$ cat src/rtl/ili934x_pkg.sv
// Shared types and opcodes for the ILI934x command/data generators.
package ili934x_pkg;

  typedef struct packed {
    logic       is_cmd;
    logic [7:0] data;
  } wr_item_t;

  localparam logic [7:0] ILI_CASET = 8'h2A;
  localparam logic [7:0] ILI_PASET = 8'h2B;
  localparam logic [7:0] ILI_RAMWR = 8'h2C;

  // Index of the RAMWR step in the 11-item window header.
  localparam logic [3:0] HDR_LAST = 4'd10;

  typedef enum logic [2:0] {
    IDLE,
    ERR,
    HDR,
    PIX,
    DRAIN
  } blit_state_e;

endpackage

$ cat src/rtl/ili934x_item_slot.sv
// One-entry registered valid/ready output stage. The producer may only load
// when loadable is high, so a stalled item never changes under the consumer.
module ili934x_item_slot
  import ili934x_pkg::*;
(
  input  logic     clk,
  input  logic     rst,
  input  logic     load,
  input  wr_item_t load_item,
  output logic     loadable,
  output logic     item_valid,
  output wr_item_t item,
  input  logic     item_ready
);

  assign loadable = !item_valid || item_ready;

  // NOTE: sequential state uses non-blocking assignments so every flop samples pre-edge values.
  always_ff @(posedge clk) begin
    if (rst) begin
      item_valid <= 1'b0;
      item       <= '0;
    end else if (load && loadable) begin
      item_valid <= 1'b1;
      item       <= load_item;
    end else if (item_ready) begin
      item_valid <= 1'b0;
    end
  end

endmodule

$ cat src/rtl/ili934x_win_blit.sv
// Window blit controller: CASET/PASET/RAMWR header then width*height pixels, MSB first.
// Define ILI934X_BLIT_FILL_EN to add fill_mode/fill_color (internally generated solid fill).
module ili934x_win_blit
  import ili934x_pkg::*;
#(
  parameter int         BYTES_PER_PIX = 2,
  parameter int         PIX_CNT_W     = 17,
  parameter logic [7:0] CMD_CASET     = ILI_CASET,
  parameter logic [7:0] CMD_PASET     = ILI_PASET,
  parameter logic [7:0] CMD_RAMWR     = ILI_RAMWR
) (
  input  logic                       clk,
  input  logic                       rst,
  input  logic                       blit_start,
  input  logic [15:0]                win_x0,
  input  logic [15:0]                win_y0,
  input  logic [15:0]                win_x1,
  input  logic [15:0]                win_y1,
  input  logic                       abort,
  input  logic [8*BYTES_PER_PIX-1:0] pix_data,
  input  logic                       pix_valid,
  output logic                       pix_ready,
`ifdef ILI934X_BLIT_FILL_EN
  input  logic                       fill_mode,
  input  logic [8*BYTES_PER_PIX-1:0] fill_color,
`endif
  output logic                       item_valid,
  output wr_item_t                   item,
  input  logic                       item_ready,
  output logic                       busy,
  output logic                       done,
  output logic                       err,
  output logic                       aborted,
  output logic [PIX_CNT_W:0]         pix_left
);

  localparam int          PW        = 8 * BYTES_PER_PIX;
  localparam logic [33:0] MAX_AREA  = 34'd1 << PIX_CNT_W;
  localparam logic [1:0]  LAST_BYTE = 2'(BYTES_PER_PIX - 1);

  if (BYTES_PER_PIX != 2 && BYTES_PER_PIX != 3) begin : g_bpp_check
    $error("ili934x_win_blit: BYTES_PER_PIX must be 2 or 3");
  end

  blit_state_e          state_q, state_d;
  logic [3:0]           hdr_idx_q, hdr_idx_d;
  logic [1:0]           byte_idx_q, byte_idx_d;
  logic [PW-1:0]        shift_q, shift_d;
  logic [PIX_CNT_W:0]   pix_left_q, pix_left_d;
  logic                 abort_pend_q, abort_pend_d;
  logic                 done_q, done_d;
  logic                 aborted_q, aborted_d;
  logic [15:0]          x0_q, y0_q, x1_q, y1_q;
  logic                 latch_win;

  logic                 slot_load, slot_loadable;
  wr_item_t             slot_item, hdr_item;

  logic [16:0]          win_w, win_h;
  logic [33:0]          win_area;
  logic                 win_bad;

  logic [PW-1:0]        src_word;
  logic                 src_valid, ext_src;
  logic                 can_take, take;

  // Width/height are one wider than the coordinates so a full 65536 span fits.
  always_comb begin
    win_w    = {1'b0, win_x1} - {1'b0, win_x0} + 17'd1;
    win_h    = {1'b0, win_y1} - {1'b0, win_y0} + 17'd1;
    win_area = {17'd0, win_w} * {17'd0, win_h};
    win_bad  = (win_x1 < win_x0) || (win_y1 < win_y0) || (win_area > MAX_AREA);
  end

`ifdef ILI934X_BLIT_FILL_EN
  logic          fill_q;
  logic [PW-1:0] color_q;

  always_ff @(posedge clk) begin
    if (rst) begin
      fill_q  <= 1'b0;
      color_q <= '0;
    end else if (latch_win) begin
      fill_q  <= fill_mode;
      color_q <= fill_color;
    end
  end

  assign src_word  = fill_q ? color_q : pix_data;
  assign src_valid = fill_q || pix_valid;
  assign ext_src   = !fill_q;
`else
  assign src_word  = pix_data;
  assign src_valid = pix_valid;
  assign ext_src   = 1'b1;
`endif

  ili934x_item_slot u_slot (
    .clk        (clk),
    .rst        (rst),
    .load       (slot_load),
    .load_item  (slot_item),
    .loadable   (slot_loadable),
    .item_valid (item_valid),
    .item       (item),
    .item_ready (item_ready)
  );

  // Step 0 (CASET) is loaded straight from IDLE so the first item appears one cycle after start.
  always_comb begin
    hdr_item = '0;
    case (hdr_idx_q)
      4'd0:    hdr_item = '{is_cmd: 1'b1, data: CMD_CASET};
      4'd1:    hdr_item = '{is_cmd: 1'b0, data: x0_q[15:8]};
      4'd2:    hdr_item = '{is_cmd: 1'b0, data: x0_q[7:0]};
      4'd3:    hdr_item = '{is_cmd: 1'b0, data: x1_q[15:8]};
      4'd4:    hdr_item = '{is_cmd: 1'b0, data: x1_q[7:0]};
      4'd5:    hdr_item = '{is_cmd: 1'b1, data: CMD_PASET};
      4'd6:    hdr_item = '{is_cmd: 1'b0, data: y0_q[15:8]};
      4'd7:    hdr_item = '{is_cmd: 1'b0, data: y0_q[7:0]};
      4'd8:    hdr_item = '{is_cmd: 1'b0, data: y1_q[15:8]};
      4'd9:    hdr_item = '{is_cmd: 1'b0, data: y1_q[7:0]};
      4'd10:   hdr_item = '{is_cmd: 1'b1, data: CMD_RAMWR};
      default: hdr_item = '0;
    endcase
  end

  assign can_take  = (state_q == PIX) && (byte_idx_q == 2'd0) && slot_loadable &&
                     !abort_pend_q && (pix_left_q != '0);
  assign take      = can_take && src_valid;
  assign pix_ready = can_take && ext_src;

  // NOTE: every always_comb output gets a default first; otherwise a missed branch infers a latch.
  always_comb begin
    state_d      = state_q;
    hdr_idx_d    = hdr_idx_q;
    byte_idx_d   = byte_idx_q;
    shift_d      = shift_q;
    pix_left_d   = pix_left_q;
    abort_pend_d = abort_pend_q;
    done_d       = 1'b0;
    aborted_d    = 1'b0;
    latch_win    = 1'b0;
    slot_load    = 1'b0;
    slot_item    = '0;

    case (state_q)
      IDLE: begin
        pix_left_d   = '0;
        abort_pend_d = 1'b0;
        byte_idx_d   = 2'd0;
        if (blit_start) begin
          if (win_bad) begin
            state_d = ERR;
          end else begin
            latch_win  = 1'b1;
            slot_load  = 1'b1;
            slot_item  = '{is_cmd: 1'b1, data: CMD_CASET};
            hdr_idx_d  = 4'd1;
            pix_left_d = win_area[PIX_CNT_W:0];
            state_d    = HDR;
          end
        end
      end

      ERR: state_d = IDLE;

      HDR: begin
        if (slot_loadable) begin
          slot_load = 1'b1;
          slot_item = hdr_item;
          hdr_idx_d = hdr_idx_q + 4'd1;
          if (abort) begin
            abort_pend_d = 1'b1;
            state_d      = DRAIN;
          end else if (hdr_idx_q == HDR_LAST) begin
            state_d = PIX;
          end
        end
      end

      PIX: begin
        if (abort) abort_pend_d = 1'b1;
        if (byte_idx_q == 2'd0) begin
          if (abort_pend_q || pix_left_q == '0) begin
            state_d = DRAIN;
          end else if (take) begin
            slot_load  = 1'b1;
            slot_item  = '{is_cmd: 1'b0, data: src_word[PW-1 -: 8]};
            shift_d    = src_word << 8;
            byte_idx_d = 2'd1;
            pix_left_d = pix_left_q - {{PIX_CNT_W{1'b0}}, 1'b1};
          end
        end else if (slot_loadable) begin
          // Remaining bytes of the current pixel go out regardless of abort.
          slot_load = 1'b1;
          slot_item = '{is_cmd: 1'b0, data: shift_q[PW-1 -: 8]};
          shift_d   = shift_q << 8;
          if (byte_idx_q == LAST_BYTE) begin
            byte_idx_d = 2'd0;
            if (pix_left_q == '0 || abort_pend_q || abort) state_d = DRAIN;
          end else begin
            byte_idx_d = byte_idx_q + 2'd1;
          end
        end
      end

      DRAIN: begin
        if (slot_loadable) begin
          state_d    = IDLE;
          done_d     = !abort_pend_q;
          aborted_d  = abort_pend_q;
          pix_left_d = '0;
        end
      end

      default: state_d = IDLE;
    endcase
  end

  always_ff @(posedge clk) begin
    if (rst) begin
      state_q      <= IDLE;
      hdr_idx_q    <= '0;
      byte_idx_q   <= '0;
      shift_q      <= '0;
      pix_left_q   <= '0;
      abort_pend_q <= 1'b0;
      done_q       <= 1'b0;
      aborted_q    <= 1'b0;
      x0_q         <= '0;
      y0_q         <= '0;
      x1_q         <= '0;
      y1_q         <= '0;
    end else begin
      state_q      <= state_d;
      hdr_idx_q    <= hdr_idx_d;
      byte_idx_q   <= byte_idx_d;
      shift_q      <= shift_d;
      pix_left_q   <= pix_left_d;
      abort_pend_q <= abort_pend_d;
      done_q       <= done_d;
      aborted_q    <= aborted_d;
      if (latch_win) begin
        x0_q <= win_x0;
        y0_q <= win_y0;
        x1_q <= win_x1;
        y1_q <= win_y1;
      end
    end
  end

  assign busy     = (state_q == HDR) || (state_q == PIX) || (state_q == DRAIN);
  assign err      = (state_q == ERR);
  assign done     = done_q;
  assign aborted  = aborted_q;
  assign pix_left = pix_left_q;

endmodule

$ cat config.mk
export PLATFORM = sky130hd
export DESIGN_NAME = ili934x_win_blit
export DESIGN_NICKNAME = d
export VERILOG_FILES = /design/src/rtl/ili934x_pkg.sv /design/src/rtl/ili934x_item_slot.sv /design/src/rtl/ili934x_win_blit.sv
export SDC_FILE = /design/constraint.sdc
export NUM_CORES = 1
export LEC_CHECK = 0
export ABC_AREA = 1
export CORE_AREA = 2 2 184 186
export DETAILED_ROUTE_END_ITERATION = 7
export DIE_AREA = 0 0 186 188
export MAX_ROUTING_LAYER = met4
export PLACE_DENSITY = 0.86
export SYNTH_ARGS = -nofsm -noshare
export SYNTH_HDL_FRONTEND = slang
export SYNTH_SLANG_ARGS = --single-unit
$ cat constraint.sdc
create_clock -name clk -period 10.7 [get_ports clk]
set_input_delay 3.21 -clock clk [delete_from_list [all_inputs] [get_ports clk]]
set_output_delay 3.21 -clock clk [all_outputs]
set_load 0.05 [all_outputs]
Word level (Yosys, flattened, before mapping)
Cells that the tools add are included.
Storage, ports and cells
  register bits: 120
  output and inout bits: 33
  word-level logic and storage cells: 147
Cells by class
  $add $sub $neg: 7
  multiply operators: 1
  order comparisons: 3
  equality and inequality tests: 31
  mux-type cells: 55
  bitwise gates (word level): 2
  reductions and logical operators: 33
Operator list (count)
  two-way mux 18 bit: 6
  one-hot mux 9 bit (11 select lines): 1
  two-way mux 16 bit: 4
  one-hot mux 18 bit (3 select lines): 1
  two-way mux 9 bit: 4
  adder 17 x 1 -> 17 bit, second input constant: 2
  greater-than comparator 34 x 18 -> 1 bit, second input constant: 1
  multiplier 17 x 17 -> 34 bit: 1
  subtractor 16 x 16 -> 17 bit: 2
  less-than comparator 16 bit: 2
  two-way mux 3 bit: 10
  one-hot mux 9 bit (3 select lines): 1
  two-way mux 8 bit: 3
  inequality test 3 bit, second input constant: 7
  zero test 18 bit: 1
  inequality test 2 bit, second input constant: 9
  nonzero test 18 bit: 1
  subtractor 18 x 1 -> 18 bit, second input constant: 1
  equality test 4 x 3 -> 1 bit, second input constant: 4
  equality test 4 bit, second input constant: 3
  two-way mux 2 bit: 6
  two-way mux 4 bit: 3
  one-hot mux 3 bit (4 select lines): 1
  AND reduction 4 bit: 3
  other kinds (25): 55

Logic depth before layout (Yosys ltp)
Gate-level depths: netlist of the first run.
  word-level depth: 12
  depth in mapped cells: 54

By module
Synthesis of the first run repeated with hierarchy kept, for this count alone.
Unflattened totals
  cell total of the unflattened synthesis: 2725
  area total of the unflattened synthesis: 18554.0 sq um
By module, submodules not included
  ili934x_win_blit: times used 1, cells each 2661, area each 18082.3 sq um
  ili934x_item_slot: times used 1, cells each 64, area each 471.7 sq um

Least setup slack after synthesis of the first run
Ideal clock, no wire load.
  kind: input-to-reg
  start: in win_x0[1]
  end: reg, netlist name u_slot.item[0]
  arrival time: 10916 ps
  data required time: 10636 ps
  setup slack: -281 ps
  cell stages on the path: 46
  cell sequence: inv_1 > ha_1 > inv_1 > ha_1 > inv_1 > fa_1 > nand3b_1 > nand2_1 > a21oi_1 > o21bai_1 > nand2_1 > nand2_1 > a21oi_1 > o21ai_0 > nand2_1 > nand2_1 > xor2_1 > buf_2 > [10 not listed] > ha_1 > nand2_1 > inv_1 > nand2_1 > nand2_1 > a21oi_1 > nor2_1 > nor2_1 > nand3b_1 > nand2_1 > nand3_1 > nor2_1 > nand4_2 > buf_6 > nand2_4 > buf_6 > a21oi_1 > nor2_1
Between the ends
  cells in the longest elaborated chain, start to end: 9
  elaborated cells on any way between the ends: 11
  classes of those cells: add/sub: 2; mul: 1; order compare: 2; mux: 3; reduce/logical: 3
RTL lines
  from (decl): line ili934x_win_blit.sv:15  | input logic [15:0] win_x0,
  subtractor 16 x 16 -> 17 bit: line ili934x_win_blit.sv:69  | win_w = {1'b0, win_x1} - {1'b0, win_x0} + 17'd1;
  adder 17 x 1 -> 17 bit: line ili934x_win_blit.sv:69
  multiplier 17 x 17 -> 34 bit: line ili934x_win_blit.sv:71  | win_area = {17'd0, win_w} * {17'd0, win_h};
  greater-than comparator 34 x 18 -> 1 bit: line ili934x_win_blit.sv:72  | win_bad = (win_x1 < win_x0) || (win_y1 < win_y0) || (win_area > MAX_AREA);
  logical OR 1 bit (*): line ili934x_win_blit.sv:72
  two-way mux 1 bit (*): line ili934x_win_blit.sv:153  | if (win_bad) begin
  two-way mux 1 bit (*): line ili934x_win_blit.sv:152  | if (blit_start) begin
  one-hot mux 1 bit (3 select lines) (*): line ili934x_win_blit.sv:147  | case (state_q)
  logical AND 1 bit (*): line ili934x_item_slot.sv:23  | end else if (load && loadable) begin
Every way passes the cells marked *; elsewhere a longest branch is shown, timed or not.
A chain may end at the register's enable or synchronous reset.

Final worst setup path of the first run
  start: in win_x0[10]
  end: reg y1_q[15]
Between the ends
  cells in the longest elaborated chain, start to end: 8
  elaborated cells on any way between the ends: 10
  classes of those cells: add/sub: 2; mul: 1; order compare: 2; mux: 3; reduce/logical: 2
RTL lines
  subtractor 16 x 16 -> 17 bit: line ili934x_win_blit.sv:69
  adder 17 x 1 -> 17 bit: line ili934x_win_blit.sv:69
  multiplier 17 x 17 -> 34 bit: line ili934x_win_blit.sv:71
  greater-than comparator 34 x 18 -> 1 bit: line ili934x_win_blit.sv:72
  logical OR 1 bit (*): line ili934x_win_blit.sv:72
  two-way mux 1 bit (*): line ili934x_win_blit.sv:153
  two-way mux 1 bit (*): line ili934x_win_blit.sv:152
  two-way mux 1 bit (*): line ili934x_win_blit.sv:147
  to (signal assigned): line ili934x_win_blit.sv:248  | y1_q <= win_y1;
  to (decl): line ili934x_win_blit.sv:53  | logic [15:0] x0_q, y0_q, x1_q, y1_q;
Marks and branches as above.

==> results.json, run 1 <==
{
  "outcome": "finished, violations left",
  "violations_in_the_final_reports": "design-rule violations, negative setup slack",
  "max_clock_freq_mhz": 85.0,
  "timing.slew.headroom_pct": 12.7,
  "reg2reg_to": "u_slot.item[5]$_SDFFE_PP0P_",
  "finClkSkew_ns": 0.0189,
  "die_area_um2": 35000,
  "postLayoutCellArea_um2": 25900,
  "critical_path.endpoint_type": "flip-flop",
  "growth_of_design_area_from_synthesis_to_finish_pct": 41.8,
  "ctsRootBufferMaster": "sky130_fd_sc_hd__clkbuf_16",
  "n_fill_cell": 1872,
  "place_hpwl_mm": 48.8,
  "critical_path.endpoint": "y1_q[15]$_SDFFE_PP0N_",
  "setup_total_negative_slack_ns": -82.73,
  "clock_path_buffers": 2,
  "first_pass_grt_wire_length_mm": 107,
  "route.antenna.remaining_nets": 0,
  "synth_enable_flop_cells": 0,
  "worst-path-max-fanout": 5,
  "die_width_um": 186,
  "yosysSeqAreaShare_pct": 12.3,
  "chipHeight_um": 188,
  "fin_ws_ns": -1.06,
  "r2r_start": "hdr_idx_q[3]$_SDFFE_PP0P_",
  "grt_pass1_vias": 21300,
  "hold_class": "flip-flop to flip-flop",
  "crit_required_ns": 10.97,
  "core_region_area_um2": 33100,
  "net_count_final": 3637,
  "post_synth_cell_types": 52,
  "clk_pin_slew_ns": 0.10,
  "postSynthRegisterBits": 112,
  "drv_slew": 0,
  "initial_utilization_pct": 55.2,
  "clock_sinks": 112,
  "grt_max_degree": 77,
  "tightest_slew_ns": 1.31,
  "worst_r2r_path_depth": 11,
  "cpMostUsedCell": "sky130_fd_sc_hd__nand2_1",
  "finalWorstPathRequiredPeriod_ns": 11.76,
  "cts_htree_levels": 3,
  "drt_first_iter_violations": 3331,
  "crit_path_top_delay_cell": "sky130_fd_sc_hd__fa_1",
  "syn_area_per_cell_um2": 6.97,
  "post-route-period-util_pct": 110,
  "ys.flop_type": "sky130_fd_sc_hd__dfxtp_1",
  "path_class": "input port to flip-flop",
  "hold_buffers": 0,
  "placement_rows": 67,
  "port_buffers": 118,
  "grt_antenna_before_repair": 7,
  "start_kind": "input port",
  "drc": 200,
  "viasPerCell": 6.27,
  "startpoint": "win_x0[10]",
  "routed_wl_mm": 87.6,
  "final_layout_size_suffix_gt1_share_pct": 29.6,
  "design.portCount": 119,
  "worstPathArrival_ns": 12.03,
  "cts_inserted_buffers": 9,
  "clock_latency_ns": 0.39,
  "max_cap_violations": 0,
  "critPathMaxStageDelay_ns": 0.75,
  "reg2reg_slack_ns": 7.01,
  "first_pass_iters": 8,
  "drt-wirelength-per-cell_um": 24.4,
  "grt_setup_unrepaired": "yes",
  "yosys_warnings": 0,
  "cells_after_synth": 2623,
  "setup_viol": 98,
  "hold_violation_total_from_the_final_report": 0,
  "grt_use_total_pct": 40.8,
  "syn_nets": 3128,
  "gpl.final_weighted_congestion": 1.01,
  "grt-ovfl-total": 0,
  "async_flop_share_pct": 0,
  "detailroute.via_count": 22500,
  "syn-cell-area_um2": 18300,
  "place_area_um2": 22600,
  "cts_tree": "done"
}
==> cell usage after synthesis (11+ instances only) <==
library cell               instances  area share, %
sky130_fd_sc_hd__nand2_1         638             13
sky130_fd_sc_hd__inv_1           620             13
sky130_fd_sc_hd__nor2_1          254            5.2
sky130_fd_sc_hd__fa_1            240             26
sky130_fd_sc_hd__ha_1            179             12
sky130_fd_sc_hd__a21oi_1         162            4.4
sky130_fd_sc_hd__dfxtp_1         112             12
sky130_fd_sc_hd__nand3_1         104            2.8
sky130_fd_sc_hd__o21ai_0          64            1.8
sky130_fd_sc_hd__clkbuf_1         41           0.84
sky130_fd_sc_hd__nand4_1          21           0.72
sky130_fd_sc_hd__xor2_1           16           0.77
sky130_fd_sc_hd__o22ai_1          13           0.44
sky130_fd_sc_hd__buf_2            11           0.30
sky130_fd_sc_hd__or2_2            11           0.38
sky130_fd_sc_hd__xnor2_1          11           0.53
==> cells in the final DEF (no fill, tap or decap), drive strengths merged, types with 6 or more instances in the layout <==
cell type	count
a21oi	166
a221oi	7
buf	445
clkbuf	17
clkdlybuf4s50	86
clkinv	8
dfxtp	112
diode	9
dlygate4sd2	9
dlymetal6s2s	10
fa	240
ha	179
inv	630
nand2	646
nand3	109
nand3b	8
nand4	22
nor2	266
nor3	11
o21ai	68
o21bai	6
o22ai	13
or2	11
xnor2	11
xor2	18
==> kinds of logic after synthesis <==
logic type,count (synthesis),synth area share [%]
AOI/OAI and AO/OA,287,8.67
and+or+nand+nor,1078,24.3
DFF,112,12.3
adders and majority gates,419,38.5
xor gates and xnor gates,29,1.47
buffers and inverters,698,14.8
==> layout make-up <==
cell class / instances / area [um2] / area share [%]
sequential: 112 / 2240 / 8.64
multi-input combinational: 1813 / 15200 / 58.7
timing repair buffer: 562 / 5110 / 19.7
tap: 448 / 561 / 2.16
clock buffer: 9 / 225 / 0.868
inverter: 633 / 2450 / 9.45
timing repair inverter: 1 / 5.00 / 0.0193
antenna: 9 / 22.5 / 0.0868
clock inverter: 7 / 95.1 / 0.367
==> critical path: cells and delay by family <==
kind,cells,cell delay (ns)
buffers and inverters,14,1.91
adder cells (fa/ha/maj),9,4.00
AND/OR/NAND/NOR,18,2.25
AO/OA/AOI/OAI,4,0.65
==> state kept, by name, indices dropped and copies added (netlist names) <==
register / count
byte_idx_q: 2
x1_q: 16
u_slot.item: 9
y1_q: 16
done: 1
aborted: 1
abort_pend_q: 1
hdr_idx_q: 4
shift_q: 8
state_q: 3
pix_left: 18
x0_q: 16
u_slot.item_valid: 1
y0_q: 16
==> repair_timing <==
item,CTS,global route
setup endpoints to repair,98,98
gates cloned,10,5
setup buffers,56,41
gates resized for setup,280,344
pin swaps,136,121
==> worst min path at each step <==
stage	from	endpoint	slack, ns	cells past startpoint
final	abort_pend_q$_SDFFE_PP0P_	done$_SDFF_PP0_	0.44	1
after global routing	abort_pend_q$_SDFFE_PP0P_	done$_SDFF_PP0_	0.47	1
after CTS	abort_pend_q$_SDFFE_PP0P_	done$_SDFF_PP0_	0.44	1
after detailed placement	abort_pend_q$_SDFFE_PP0P_	done$_SDFF_PP0_	0.42	1
after global placement	abort_pend_q$_SDFFE_PP0P_	done$_SDFF_PP0_	0.40	1
after floorplan	abort_pend_q$_SDFFE_PP0P_	done$_SDFF_PP0_	0.39	1
==> through the flow <==
stage | hold WS [ns] | utilization (%) | std cells | setup WS [ns]
finish | 0.436 | 78.3 | 3594 | -1.06
global route | 0.468 | 78.3 | 3594 | -1.35
CTS | 0.436 | 73.9 | 3544 | -0.313
detailed placement | 0.421 | 68.2 | 3462 | -1.44
global placement | 0.399 | 68.2 | 3462 | -1.20
floorplan | 0.392 | - | 2623 | 0.00214
==> metal layers <==
metal  wire [um]  share of wire [%]  up-vias  GRT usage [%]
met2       37400                 43     2248           67.0
met1       26500                 30    10300           45.0
li1            -                  -     8937              -
met4       11300                 13        0           26.6
met5           0                  0        -              -
met3       12400                 14     1071           7.85
Power of run 1 is left out: the tool's default activity adds up to more than one toggle a clock period on the data nets, which glitch-free logic cannot reach.
==> run 2: changes to the inputs <==
CTS_CLUSTER_SIZE = 40   (was unset)
==> results of run 2 <==
Final layout, timing and power as in run 1 (identical DEF).
Power of run 2 is left out for the same reason.
